**src/rtl/hspi_tx_pattern_src_if.sv**
```systemverilog
// Read-port bundle between the HSPI trigger/TX engine (master) and the pattern source (slave).
`timescale 1ns/1ps
interface hspi_tx_pattern_src_if #(
    parameter int DATA_W = 32,
    parameter int ADDR_W = 9
);
    logic              tx_act;
    logic [1:0]        mode;
    logic [1:0]        dat_mod;
    logic              ram_csn;
    logic [ADDR_W-1:0] ram_addr;
    logic [DATA_W-1:0] ram_rdata;
    logic              busy;
    logic              pkt_done;
    logic [15:0]       seq_num;
    logic              len_err;

    modport master (
        output tx_act, mode, dat_mod, ram_csn, ram_addr,
        input  ram_rdata, busy, pkt_done, seq_num, len_err
    );

    modport slave (
        input  tx_act, mode, dat_mod, ram_csn, ram_addr,
        output ram_rdata, busy, pkt_done, seq_num, len_err
    );
endinterface

```
**src/rtl/hspi_tx_pattern_src.sv**
```systemverilog
// Pattern generator behind the HSPI TX packet-buffer read port; ram_rdata is registered, 1 cycle
// after each ram_csn strobe. No backpressure: every strobe is served on the next edge.
`timescale 1ns/1ps
module hspi_tx_pattern_src #(
    parameter int          DATA_W     = 32,
    parameter int          ADDR_W     = 9,
    parameter int          TX_LEN     = 511,
    parameter logic [15:0] HDR_MAGIC  = 16'hA55A,
    parameter logic [31:0] LFSR_SEED  = 32'h0000_0001,
    parameter logic [31:0] CONST_WORD = 32'hDEAD_BEEF
) (
    input  logic                  clk,
    input  logic                  reset,
    hspi_tx_pattern_src_if.slave  hspi
);
    typedef enum logic [1:0] {IDLE, ACTIVE, DONE} state_t;

    localparam logic [ADDR_W:0] CNT_EXP = (ADDR_W+1)'(TX_LEN + 1);

    state_t            state, state_nxt;
    logic              start;
    logic              tx_act_q;
    logic              rise_pend;
    logic [1:0]        mode_q;
    logic [1:0]        dat_mod_q;
    logic [ADDR_W:0]   rd_cnt;
    logic [31:0]       word_cnt;
    logic [31:0]       lfsr;
    logic [31:0]       lfsr_nxt;
    logic [31:0]       pat;
    logic [31:0]       pat_m;
    logic [15:0]       seq_num;
    logic              len_err;
    logic [DATA_W-1:0] rdata;
    logic              rise, fall, rd;

    assign rise = hspi.tx_act & ~tx_act_q;
    assign fall = ~hspi.tx_act & tx_act_q;
    assign rd   = ~hspi.ram_csn;

    always_comb begin
        state_nxt = state;
        start     = 1'b0;
        case (state)
            IDLE: begin
                // a rise seen during DONE is remembered and started here
                if (rise || rise_pend) begin
                    state_nxt = ACTIVE;
                    start     = 1'b1;
                end
            end
            ACTIVE:  if (fall) state_nxt = DONE;
            DONE:    state_nxt = IDLE;
            default: state_nxt = IDLE;
        endcase
    end

    assign lfsr_nxt = lfsr[0] ? ((lfsr >> 1) ^ 32'h8020_0003) : (lfsr >> 1);

    always_comb begin
        pat = 32'(hspi.ram_addr);
        if (state == ACTIVE) begin
            case (mode_q)
                2'b01:   pat = (hspi.ram_addr == '0) ? {HDR_MAGIC, seq_num} : word_cnt;
                2'b10:   pat = lfsr;
                2'b11:   pat = CONST_WORD;
                default: pat = 32'(hspi.ram_addr);
            endcase
        end
        case (dat_mod_q)
            2'b00:   pat_m = {24'h0, pat[7:0]};
            2'b01:   pat_m = {16'h0, pat[15:0]};
            default: pat_m = pat;
        endcase
    end

    always_ff @(posedge clk or posedge reset) begin
        if (reset) begin
            state     <= IDLE;
            tx_act_q  <= 1'b0;
            rise_pend <= 1'b0;
            mode_q    <= 2'b00;
            dat_mod_q <= 2'b10;
            rd_cnt    <= '0;
            word_cnt  <= '0;
            lfsr      <= LFSR_SEED;
            seq_num   <= '0;
            len_err   <= 1'b0;
            rdata     <= '0;
        end else begin
            state     <= state_nxt;
            tx_act_q  <= hspi.tx_act;
            rise_pend <= (state == DONE) && rise;
            if (start) begin
                mode_q    <= hspi.mode;
                dat_mod_q <= hspi.dat_mod;
            end
            if (start)
                rd_cnt <= '0;
            else if (state == ACTIVE && rd && rd_cnt != '1)
                rd_cnt <= rd_cnt + 1'b1;
            if (rd)
                rdata <= DATA_W'(pat_m);
            if (state == ACTIVE && rd) begin
                if (mode_q == 2'b01 && hspi.ram_addr != '0)
                    word_cnt <= word_cnt + 32'd1;
                if (mode_q == 2'b10)
                    lfsr <= lfsr_nxt;
            end
            // rd_cnt is final here, including a read on the falling-edge cycle
            if (state == DONE) begin
                seq_num <= seq_num + 16'd1;
                if (rd_cnt != CNT_EXP)
                    len_err <= 1'b1;
            end
        end
    end

    assign hspi.ram_rdata = rdata;
    assign hspi.busy      = (state != IDLE);
    assign hspi.pkt_done  = (state == DONE);
    assign hspi.seq_num   = seq_num;
    assign hspi.len_err   = len_err;
endmodule
```
**src/flat_wrapper.sv**
```systemverilog
// flat-port wrapper written by rule: the top's interface ports become plain ports
module hspi_tx_pattern_src_flat 
#(
    parameter int          DATA_W     = 32,
    parameter int          ADDR_W     = 9,
    parameter int          TX_LEN     = 511,
    parameter logic [15:0] HDR_MAGIC  = 16'hA55A,
    parameter logic [31:0] LFSR_SEED  = 32'h0000_0001,
    parameter logic [31:0] CONST_WORD = 32'hDEAD_BEEF
)
  (clk, reset, hspi_tx_act, hspi_mode, hspi_dat_mod, hspi_ram_csn, hspi_ram_addr, hspi_ram_rdata, hspi_busy, hspi_pkt_done, hspi_seq_num, hspi_len_err);
  hspi_tx_pattern_src_if #(.DATA_W(DATA_W), .ADDR_W(ADDR_W)) hspi_i ();
  input  logic clk;
  input  logic reset;
  input wire logic [$bits(hspi_i.tx_act)-1:0] hspi_tx_act;
  input wire logic [$bits(hspi_i.mode)-1:0] hspi_mode;
  input wire logic [$bits(hspi_i.dat_mod)-1:0] hspi_dat_mod;
  input wire logic [$bits(hspi_i.ram_csn)-1:0] hspi_ram_csn;
  input wire logic [$bits(hspi_i.ram_addr)-1:0] hspi_ram_addr;
  output wire logic [$bits(hspi_i.ram_rdata)-1:0] hspi_ram_rdata;
  output wire logic [$bits(hspi_i.busy)-1:0] hspi_busy;
  output wire logic [$bits(hspi_i.pkt_done)-1:0] hspi_pkt_done;
  output wire logic [$bits(hspi_i.seq_num)-1:0] hspi_seq_num;
  output wire logic [$bits(hspi_i.len_err)-1:0] hspi_len_err;
  assign hspi_i.tx_act = hspi_tx_act;
  assign hspi_i.mode = hspi_mode;
  assign hspi_i.dat_mod = hspi_dat_mod;
  assign hspi_i.ram_csn = hspi_ram_csn;
  assign hspi_i.ram_addr = hspi_ram_addr;
  assign hspi_ram_rdata = hspi_i.ram_rdata;
  assign hspi_busy = hspi_i.busy;
  assign hspi_pkt_done = hspi_i.pkt_done;
  assign hspi_seq_num = hspi_i.seq_num;
  assign hspi_len_err = hspi_i.len_err;
  hspi_tx_pattern_src #(.DATA_W(DATA_W), .ADDR_W(ADDR_W), .TX_LEN(TX_LEN), .HDR_MAGIC(HDR_MAGIC), .LFSR_SEED(LFSR_SEED), .CONST_WORD(CONST_WORD)) u_core (.clk(clk), .reset(reset), .hspi(hspi_i));
endmodule
```
**config.mk**
```make
export PLATFORM = sky130hd
export DESIGN_NAME = hspi_tx_pattern_src_flat
export DESIGN_NICKNAME = d
export VERILOG_FILES = /design/src/rtl/hspi_tx_pattern_src_if.sv /design/src/rtl/hspi_tx_pattern_src.sv /design/src/flat_wrapper.sv
export SDC_FILE = /design/constraint.sdc
export NUM_CORES = 1
export LEC_CHECK = 0
export ABC_CLOCK_PERIOD_IN_PS = 5800
export CELL_PAD_IN_SITES_DETAIL_PLACEMENT = 0
export CELL_PAD_IN_SITES_GLOBAL_PLACEMENT = 1
export CORE_MARGIN = 3
export CORE_UTILIZATION = 44
export DETAILED_ROUTE_END_ITERATION = 16
export HOLD_SLACK_MARGIN = 0.06
export PLACE_DENSITY_LB_ADDON = 0.1
export RECOVER_POWER = 50
export SLEW_MARGIN = 10
export SYNTH_ARGS = -nofsm -noshare
export SYNTH_HDL_FRONTEND = slang
export SYNTH_SLANG_ARGS = --single-unit
export TNS_END_PERCENT = 10
```
**constraint.sdc**
```tcl
create_clock -name clk -period 5.8 [get_ports clk]
set_input_delay 1.16 -clock clk [delete_from_list [all_inputs] [get_ports clk]]
set_output_delay 1.16 -clock clk [all_outputs]
set_load 0.02 [all_outputs]
```
---- Word-level counts from Yosys, hierarchy flattened ----
Cells that the tools add are included.
W data, S select, Z words.
storage, ports and cells
  logic and storage cells ................. 57
  bits in registers ....................... 131
  output and inout port bits .............. 51
  input port bits ......................... 17
cells by class
  reductions and logical operators ........ 15
  bitwise logic cells ..................... 6
  muxes and demuxes ....................... 12
  add/subtract/negate cells ............... 3
  equal/unequal tests ..................... 10
operator list
  operator                 number
  $mux W32                 3
  $pmux W32 S3             1
  $pmux W32 S2             1
  $add A32 B1 Y32 const B  1
  $mux W10                 2
  $ne A10 B10 Y1 const B   2
  $add A16 B1 Y16 const B  1
  $add A10 B1 Y10 const B  1
  $logic_not A9 Y1         1
  $reduce_bool A9 Y1       1
  $reduce_and A2 Y1        4
  $eq A2 B1 Y1 const B     3
  $eq A2 B2 Y1 const B     3
  $logic_and A1 B1 Y1      4
  $logic_not A2 Y1         2
  $mux W2                  2
  $ne A2 B1 Y1 const B     2
  $not A3 Y4               1
  $pmux W2 S2              1
  $reduce_bool A2 Y1       2
  $not A1 Y1               3
  $and A1 B1 Y1            2
  $mux W1                  2
  $logic_or A1 B1 Y1       1

---- Depth between registers and ports, before layout ----
  depth in word-level cells ............... 6
  depth in mapped cells ................... 7
  mapped depth without buffers ............ 6

---- Worst setup path before layout ----
No wires, ideal clock.
  kind .................................... input-to-reg
  from .................................... input port hspi_ram_csn
  to ...................................... register u_core.word_cnt[1]
  stages .................................. 5
  path buffers ............................ 2
  data required time ...................... 5.675 ns
  setup time .............................. 0.125 ns
  arrival ................................. 2.645 ns
  setup slack ............................. 3.030 ns
  path through ............................ buf_4 or3b_2 clkbuf_1 nor3_1 mux2_2
between the ends
  longest elaborated chain between the ends .. 3
RTL lines
  what                                line                        text
  start: declaration                  flat_wrapper.sv:18          input wire logic [$bits(hspi_i.ram_csn)-1:0] hspi_ram_csn;
  $not A1 Y1                          hspi_tx_pattern_src.sv:39   assign rd = ~hspi.ram_csn;
  $logic_and A1 B1 Y1                 hspi_tx_pattern_src.sv:104  if (state == ACTIVE && rd) begin
  $reduce_and A2 Y1 (no source line)  n/a
  end signal: assignment              hspi_tx_pattern_src.sv:106  word_cnt <= word_cnt + 32'd1;
  end: declaration                    hspi_tx_pattern_src.sv:27   logic [31:0] word_cnt;
Every way passes these cells.
A chain may end at the register's enable or synchronous reset.

==> impl_results.md <==
- Via density: roughly 5.4
- Clock skew: approximately 0.0086 ns
- Post-synthesis sequential area ratio: 54.2%
- DP HPWL: ~11 mm
- Setup CP Type: input pin to async pin
- Crit end category: async pin
- WL per Instance: approximately 18 µm
- Clock transition at the registers of the reported paths: ~0.05 ns
- IO Pins: between 60 and 70
- # rows: 42
- Nets: roughly 700
- Tmin final: approximately 3.6 ns
- Die area: roughly 0.015 mm²
- Total global-route track usage: a little over a fifth
- First-pass GRT wire length: approximately 25 mm
- Pwr dens: 352 mW/mm²
- Slew Viols, Final: 38
- CTS Root Cell: clkbuf_16
- Final Util: 55.5%
- Pre-CTS setup slack: around 1.9 ns
- Routed wire length: around 15 mm
- Syn Std Cell Area: 0.00606 mm²
- CTS sink count: around 130
- Hold crit path type: register to register
- # diodes: 0
- Port bufs: 67
- Post-synth EDFFs: 0
- Post-route setup TNS: 0 ns
- Floorplan core area: about 0.013 mm²
- Max cap viols: 1
- Die width: 123 µm
- Final worst path period share: 62.0%
- Most common cell after layout, fill and taps aside: nand2_1
- Resized Gates After CTS: 0
- Most frequent cells in the layout: 139 x nand2_1, 129 x dfrtp_1, 61 x clkdlybuf4s50_1
- Largest net degree at the start of global routing: 55
- Primary FF master, synth: dfrtp_1
- Crit path arrival time: between 3 and 4 ns
- CP Launch Type: input pin
- Vias in the first global route: roughly 4700
- # hold bufs at CTS: 0
- Final Setup Violations: 0
- Post-synth ARST share: 100%
- Worst Path Required: slightly above 6 ns
- Multi-input logic area: around 0.0026 mm²
- Critical path fanouts, max: 54
- Synthesized area per cell: between 9 and 10 µm²
- Relative slew slack: -12.9%
- Syn Inst Count: slightly above 600
- DR iter-0 viols: 240
- Hold Vio Cnt, Final: 0
- Yosys reg bits: 131
- Vias: about 4700
- First-pass iteration count of the detailed router: 6
- Remaining global-route overflow: 0
- Storage cell area: ~0.0033 mm²
- Worst-Skew Late Latency: about 0.42 ns
- Worst Max-Slew Pin Slew: between 1.5 and 2 ns
- Pleak: ~3.4 nW
- Peak VDD IR: roughly 220 µV
- Initial core utilization: a little under half
- Post-route setup slack: between 2 and 2.5 ns
- Violated checks: capacitance limit, slew limit
- # DRC: 0
- Unrepaired setup endpoints after global routing: false
- Status: finished with violations
- Fillers: 1232
- Clock H-tree levels: 4
- Number of buffers created by CTS: 17
- Syn-to-layout area delta: 22.2%
- FMAX: 0.278 GHz
- Synth Warn #: 0
- Initial antenna violation count: 0
- Die height: 123 µm
- Max clock buf depth: 2
- Total power draw: around 2.6 mW
- Post-synth net total: 632
- Final GP Congestion: between 0.8 and 0.9
- Yosys cell types: 50
- Fraction of layout cells with a size suffix above 1: a little under 9%
- CTS tree: built
- Post-CTS setup buffer count: 0
- Antenna viol nets, final: 0
[state kept, by name, indices dropped and copies added (netlist names)]
| register | count |
|---|---|
| u_core.hspi.ram_rdata | 32 |
| u_core.lfsr | 32 |
| u_core.word_cnt | 32 |
| u_core.hspi.seq_num | 16 |
| u_core.rd_cnt | 10 |
| u_core.dat_mod_q | 2 |
| u_core.mode_q | 2 |
| u_core.state | 2 |
| u_core.hspi.len_err | 1 |
| u_core.rise_pend | 1 |
| u_core.tx_act_q | 1 |
[critical path: stages]
cell           delay (ns)
dlygate4sd3_1        0.55
clkinvlp_2           0.97
clkbuf_2             1.16
[power breakdown]
part,internal (mW),switching [mW]
registers,1.00,0.105
logic,0.229,0.318
clock network,0.581,0.373
total,1.81,0.796
[routing by layer]
layer	routed length, µm	vias up	GRT usage [%]	part of all wire (%)
li1	-	2246	-	-
met1	7200	2327	30.5	47
met2	7250	88	32.8	48
met4	226	0	7.06	1.5
met5	0	-	0	0
met3	576	21	4.67	3.8
[final cells by class]
class | count | area share, %
clock buffers | 24 | 6.64
repair buffers | 75 | 9.83
inverters | 11 | 0.575
flip-flops and latches | 131 | 44.3
clock inverters | 6 | 0.406
well taps | 176 | 2.97
multi-input cells | 441 | 35.3
[synthesized netlist by cell type, types with 4 or more instances]
cell type    n  area [µm²]
buf_2        9        45.0
xor2_1      15         131
nand4_1     13        81.3
clkbuf_1    16        60.1
ha_1         4        50.1
nand2b_1     4        25.0
xnor2_1     38         333
mux2_2      14         158
a32oi_1      5        43.8
dfrtp_1    129        3230
o211ai_1     6        45.0
a221o_1      8        80.1
nor4_1       6        37.5
o221ai_1     6        52.6
and3_1      14        87.6
inv_1       11        41.3
or3_1        4        25.0
and4_1       5        43.8
nand3_1     24         120
nor3_1      18        90.1
a31oi_1      5        31.3
a21oi_1     15        75.1
o21ai_0     14        70.1
nor2_1      46         173
nand2_1    139         522
mux2i_1      6        60.1
[per-stage QoR]
step,hold WS (ns),cells,cell area (µm²)
4_1_cts,0.463,864,7410
2_1_floorplan,0.443,611,6060
5_1_grt,0.477,864,7400
6_report,0.449,864,7400
3_3_place_gp,0.446,834,6890
3_5_place_dp,0.446,834,6890
[final timing paths]
check / cells past startpoint / slack (ns) / to / from
max: 3 / 2.20 / u_core.lfsr[31] / reset
min: 1 / 0.45 / u_core.hspi.len_err / u_core.hspi.len_err
max reg2reg: 5 / 3.24 / u_core.lfsr[21] / u_core.mode_q[0]
min reg2reg: 1 / 0.45 / u_core.hspi.len_err / u_core.hspi.len_err
max in group clk: 7 / 2.40 / u_core.word_cnt[22] / hspi_ram_csn
min in group asynchronous: 2 / 1.60 / u_core.hspi.seq_num[5] / reset
[cell families after synthesis]
kind of cell | share of synthesized area [%]
and+or+nand+nor | 22.3
DFF | 54.2
AOI/OAI and AO/OA | 8.69
xor gates and xnor gates | 7.66
buffers and inverters | 2.79
muxes | 3.59
adders and majority gates | 0.826
No activity file was read; power rests on OpenSTA's default activity.
==> RTL change 1 (same settings) <==
`ADDR_W` is set to 9 in 3 places; all go to 8.
--- a/src/rtl/hspi_tx_pattern_src_if.sv
+++ b/src/rtl/hspi_tx_pattern_src_if.sv
@@ -2,7 +2,7 @@
 `timescale 1ns/1ps
 interface hspi_tx_pattern_src_if #(
     parameter int DATA_W = 32,
-    parameter int ADDR_W = 9
+    parameter int ADDR_W = 8
 );
     logic              tx_act;
     logic [1:0]        mode;
--- a/src/rtl/hspi_tx_pattern_src.sv
+++ b/src/rtl/hspi_tx_pattern_src.sv
@@ -3,7 +3,7 @@
 `timescale 1ns/1ps
 module hspi_tx_pattern_src #(
     parameter int          DATA_W     = 32,
-    parameter int          ADDR_W     = 9,
+    parameter int          ADDR_W     = 8,
     parameter int          TX_LEN     = 511,
     parameter logic [15:0] HDR_MAGIC  = 16'hA55A,
     parameter logic [31:0] LFSR_SEED  = 32'h0000_0001,
--- a/src/flat_wrapper.sv
+++ b/src/flat_wrapper.sv
@@ -2,7 +2,7 @@
 module hspi_tx_pattern_src_flat 
 #(
     parameter int          DATA_W     = 32,
-    parameter int          ADDR_W     = 9,
+    parameter int          ADDR_W     = 8,
     parameter int          TX_LEN     = 511,
     parameter logic [15:0] HDR_MAGIC  = 16'hA55A,
     parameter logic [31:0] LFSR_SEED  = 32'h0000_0001,
Ports: changed (resized hspi_ram_addr); port bits go from 68 to 67. The function was not compared with the original's and may differ.
==> RTL change 1 against the original RTL <==
- cell count fell by 6.1%
- routed wire length down 8.5%
- largest cell class unchanged
- die area shrank 0.25%
- cell area up 1.1%
- the run still ends with max-capacitance violations, max-slew violations left
- sequential cell count decreased by 1
- worst setup slack lost 0.25 ns
- synthesized area shrank 0.27%
- total power is 17% higher
==> RTL change 1: results (changes against the original RTL) <==
| Metric | Value |
|---|---|
| Placed wire-length estimate | 9380 um (-13%) |
| Compound-Gate Fraction of Synth Area | 11.0% (+2.3 points) |
| First-pass detailed-route iteration total | 4 (-2) |
| R2R Setup Slk | 3.01 ns (-0.23 ns) |
| CP Max Fanout | 42 (-22%) |
| Critical path's top delay family | simple AND/OR/NAND/NOR gates |
| Seq/Total Area, Yosys | 53.9% (-0.27 points) |
| Arr. time, crit path | 4.14 ns (+0.24 ns) |
| Max VDD drop | 0.268 mV (+20%) |
| Netlist cell types | 48 (-4.0%) |
| Critical path origin | hspi_ram_csn |
| Xor/xnor cell area share of the yosys netlist | 7.68% (+0.021 points) |
| Leak | 3.34 nW (-2.8%) |
| Wl on met1 | 6560 um (-8.9%) |
| Met3 Use GR | 5.08% (+0.41 points) |
| Nets | 644 (-7.7%) |
| Port buffer count | 66 (-1.5%) |
| Filler Cell Count | 1187 (-3.7%) |
| Root buffer cell | clkbuf_16 |
| Mean routed wirelength per cell | 17.2 um (-2.5%) |
| Reg-to-reg critical path startpoint | u_core.state[0] |
| Fmax | 0.260 GHz (-6.4%) |
| Fin. max-slew vios | 68 (+79%) |
| Clk_skew | 0.00920 ns (+0.000629 ns) |
| Largest net degree at the start of global routing | 68 (+24%) |
| M1 GR Usage | 27.3% (-3.2 points) |
| Routed length on met3 | 567 um (-1.6%) |
| DR iter-0 viols | 260 (+8.3%) |
| Syn nets | 579 (-8.4%) |
| Synth cell count leaders | dfrtp_1 (128), nand2_1 (68), nor2_1 (42), mux2_2 (36) |
| Total GRT Usage | 20.1% (-1.3 points) |
| Met2 Use GR | 31.4% (-1.4 points) |
| Pre-CTS setup slack | 1.99 ns (+0.0629 ns) |
| Status | finished, violations left |
| Worst slew pin tran | 2.92 ns (+1.24 ns) |
| Placer Congestion | 0.865 (+6.9%) |
| Max Cap Violations | 1 (unchanged) |
| Adder-cell share of the synthesized area | 1.04% (+0.21 points) |
| DP Cell Count | 780 (-6.5%) |
| Slowest CP cell | nor3b_1 |
| Slowest cell delay on critical path | 0.95 ns (-0.21 ns) |
| NetSw | 0.917 mW (+15%) |
| Global-route wire length before repair | 23500 um (-5.8%) |
| Multiplexer share of the synthesized area | 8.20% (+4.6 points) |
| Detailed-route via count | 4400 (-6.0%) |
| Share of cells above drive strength 1 | 12.4% (+3.6 points) |
| R2R cell count | 4 (-1) |
| Final instance count without filler cells | 811 (-6.1%) |
| Failing checks | max-capacitance violations, max-slew violations |
RTL change 1: power groups by stage:
| stage | combinational [mW] | clock [mW] | sequential [mW] |
|---|---|---|---|
| 6_report | 0.768 | 1.16 | 1.11 |
| 3_5_place_dp | 0.782 | 0 | 1.13 |
| 4_1_cts | 0.785 | 1.18 | 1.12 |
| 3_3_place_gp | 0.779 | 0 | 1.13 |
| 5_1_grt | 0.849 | 1.22 | 1.13 |
| 2_1_floorplan | 0.415 | 0 | 1.19 |
RTL change 1: how the worst min path moves through the flow:
| stage | startpoint | cells after the start | to | slack (ns) |
|---|---|---|---|---|
| after floorplan | u_core.word_cnt[31] | 1 | u_core.word_cnt[31] | 0.45 |
| after global placement | u_core.hspi.len_err | 1 | u_core.hspi.len_err | 0.44 |
| after detailed placement | u_core.hspi.len_err | 1 | u_core.hspi.len_err | 0.46 |
| after CTS | u_core.hspi.len_err | 1 | u_core.hspi.len_err | 0.48 |
| after global routing | u_core.hspi.len_err | 1 | u_core.hspi.len_err | 0.50 |
| final | u_core.hspi.len_err | 1 | u_core.hspi.len_err | 0.47 |
RTL change 1: metrics by stage:
stage | util, % | area [sq um] | power, mW | hold slack (ns)
after detailed placement | 51.4 | 6860 | 1.91 | 0.462
after global placement | 51.4 | 6860 | 1.91 | 0.440
after global routing | 56.1 | 7490 | 3.20 | 0.498
final | 56.1 | 7490 | 3.04 | 0.467
after CTS | 56.2 | 7500 | 3.08 | 0.479
after floorplan | - | 6040 | 1.60 | 0.447
RTL change 1: area by class of cell:
cell class / instances / area [sq um] / area share [%]
clock inverter: 4 / 120 / 1.60
multi-input combinational: 393 / 2620 / 35.0
sequential: 130 / 3260 / 43.5
inverter: 7 / 27.5 / 0.368
timing repair buffer: 74 / 717 / 9.58
tap: 176 / 220 / 2.94
clock buffer: 27 / 523 / 6.99
==> RTL change 2 (same settings) <==
Made on the original files. Reset style: synchronous (`reset`), changed in one clocked block.
--- a/src/rtl/hspi_tx_pattern_src.sv
+++ b/src/rtl/hspi_tx_pattern_src.sv
@@ -74,7 +74,7 @@
         endcase
     end
 
-    always_ff @(posedge clk or posedge reset) begin
+    always_ff @(posedge clk) begin
         if (reset) begin
             state     <= IDLE;
             tx_act_q  <= 1'b0;
Check against the original RTL: differs if reset is asserted again (counterexample within 4 cycles, from zero or initial values and one cycle with reset high); with reset held inactive, the same outputs for 4 cycles.
==> RTL change 2 against the original RTL <==
- cell area shrank 1.5%
- the flow still finishes with violations (max-capacitance violations, max-slew violations)
- critical path depth grew 1
- cell count grew 11%
- routed wire length grew 8.1%
- worst setup slack lost 0.47 ns
- register-to-register slack gained 0.07 ns
- count of clock-buffer cells in the layout grew 1
- critical path type is now in -> reg
- core utilization grew 1.1 points
- critical endpoint is now u_core.word_cnt[27]
- sequential cell count is the same
- via count grew 14%
- synthesized area shrank 2.1%
Power is not compared: it rests on default switching activity, and its combinational part moved more than twofold at a synthesized area within 25%.
==> RTL change 2: results (changes against the original RTL) <==
| Metric | Value |
|---|---|
| Status | finished, violations left |
| Failing checks | max-capacitance violations, max-slew violations |
| Pre-CTS setup slack | 2.02 ns (+0.0924 ns) |
| DR iter-0 viols | 456 (+90%) |
| Reg-to-reg critical path startpoint | u_core.state[0] |
| Hold Path Depth | 2 (+1) |
| FF-to-FF End | u_core.word_cnt[30] |
| Post-Syn Area per Cell | 8.18 sq um (-17%) |
| Total GRT Usage | 22.7% (+1.2 points) |
| Placed wire-length estimate | 11600 um (+6.8%) |
| Hold wc startpoint | u_core.hspi.ram_rdata[9] |
| Post-DP Area | 6700 sq um (-2.7%) |
| Met3 Use GR | 4.36% (-0.30 points) |
| Adder-cell share of the synthesized area | 0.844% (+0.018 points) |
| Fraction of registers with async set/reset | 0% (-100 points) |
| Final instance count without filler cells | 956 (+11%) |
| Filler Cell Count | 1210 (-1.8%) |
| Arr. time, crit path | 4.36 ns (+0.46 ns) |
| Fin. max-slew vios | 63 (+66%) |
| Nets | 795 (+14%) |
| Clk_skew | 0.00620 ns (-0.00238 ns) |
| Seq/Total Area, Yosys | 44.2% (-9.9 points) |
| YS warnings | 0 (unchanged) |
| Met2 Use GR | 37.7% (+5.0 points) |
| R2R Setup Slk | 3.31 ns (+0.07 ns) |
| Met2 WL | 7900 um (+9.0%) |
| DP Cell Count | 927 (+11%) |
| CP Max Fanout | 62 (+15%) |
| Share of cells above drive strength 1 | 6.51% (-2.4 points) |
| Max Cap Violations | 1 (unchanged) |
| Compound-Gate Fraction of Synth Area | 13.4% (+4.7 points) |
| Netlist cell types | 53 (+6.0%) |
| M1 GR Usage | 29.7% (-0.81 points) |
| Post-Route WL | 16500 um (+8.1%) |
| Slowest CP cell | clkbuf_1 |
| Area Overhead vs Synth | 22.9% |
| Vias in the first global route | 5045 (+7.8%) |
| Routed length on met3 | 774 um (+34%) |
| Worst slew pin tran | 2.84 ns (+1.15 ns) |
| Syn nets | 746 (+18%) |
==> RTL change 2: layout make-up <==
type,count,area share (%)
Clock buffer,25,7.21
Clock inverter,4,0.961
Tap cell,172,2.95
Inverter,14,0.721
Multi-Input combinational cell,536,42.4
Sequential cell,131,36.0
Timing Repair Buffer,74,9.83
==> RTL change 2: worst register-to-register path: stages (launching register included) <==
cell and delay, ns:
dfxtp_1 0.57, and3b_1 0.30, nand3_1 0.39, or3_1 0.52, or4_1 0.44, a21oi_1 0.17
==> RTL change 2: worst max path at each step <==
stage | startpoint | endpoint | slack (ns) | cells after the start
final | reset | u_core.word_cnt[27] | 1.73 | 4
after global routing | reset | u_core.word_cnt[27] | 1.50 | 4
after CTS | hspi_ram_csn | u_core.word_cnt[30] | 2.45 | 7
after detailed placement | hspi_ram_csn | u_core.word_cnt[30] | 2.02 | 7
after global placement | hspi_ram_addr[5] | u_core.hspi.ram_rdata[14] | 2.08 | 6
after floorplan | hspi_ram_addr[5] | u_core.hspi.ram_rdata[14] | 2.75 | 6
==> RTL change 2: power groups by stage <==
stage | registers, mW | logic (mW) | clock network (mW)
2_1_floorplan | 0.936 | 0.0564 | 0
3_3_place_gp | 0.937 | 0.0937 | 0
4_1_cts | 0.919 | 0.0955 | 1.09
5_1_grt | 0.919 | 0.102 | 1.13
6_report | 0.919 | 0.0937 | 1.07
3_5_place_dp | 0.938 | 0.0948 | 0
==> RTL change 2: kinds of logic (layout without fill, tap and decap cells) <==
kind of cell    count (synthesis)  in the layout
compound gates                135            135
xor+xnor                       46             46
fa+ha+maj                       4              4
buf+inv                        58            117
flops                         131            131
mux                            23             23
simple gates                  328            328
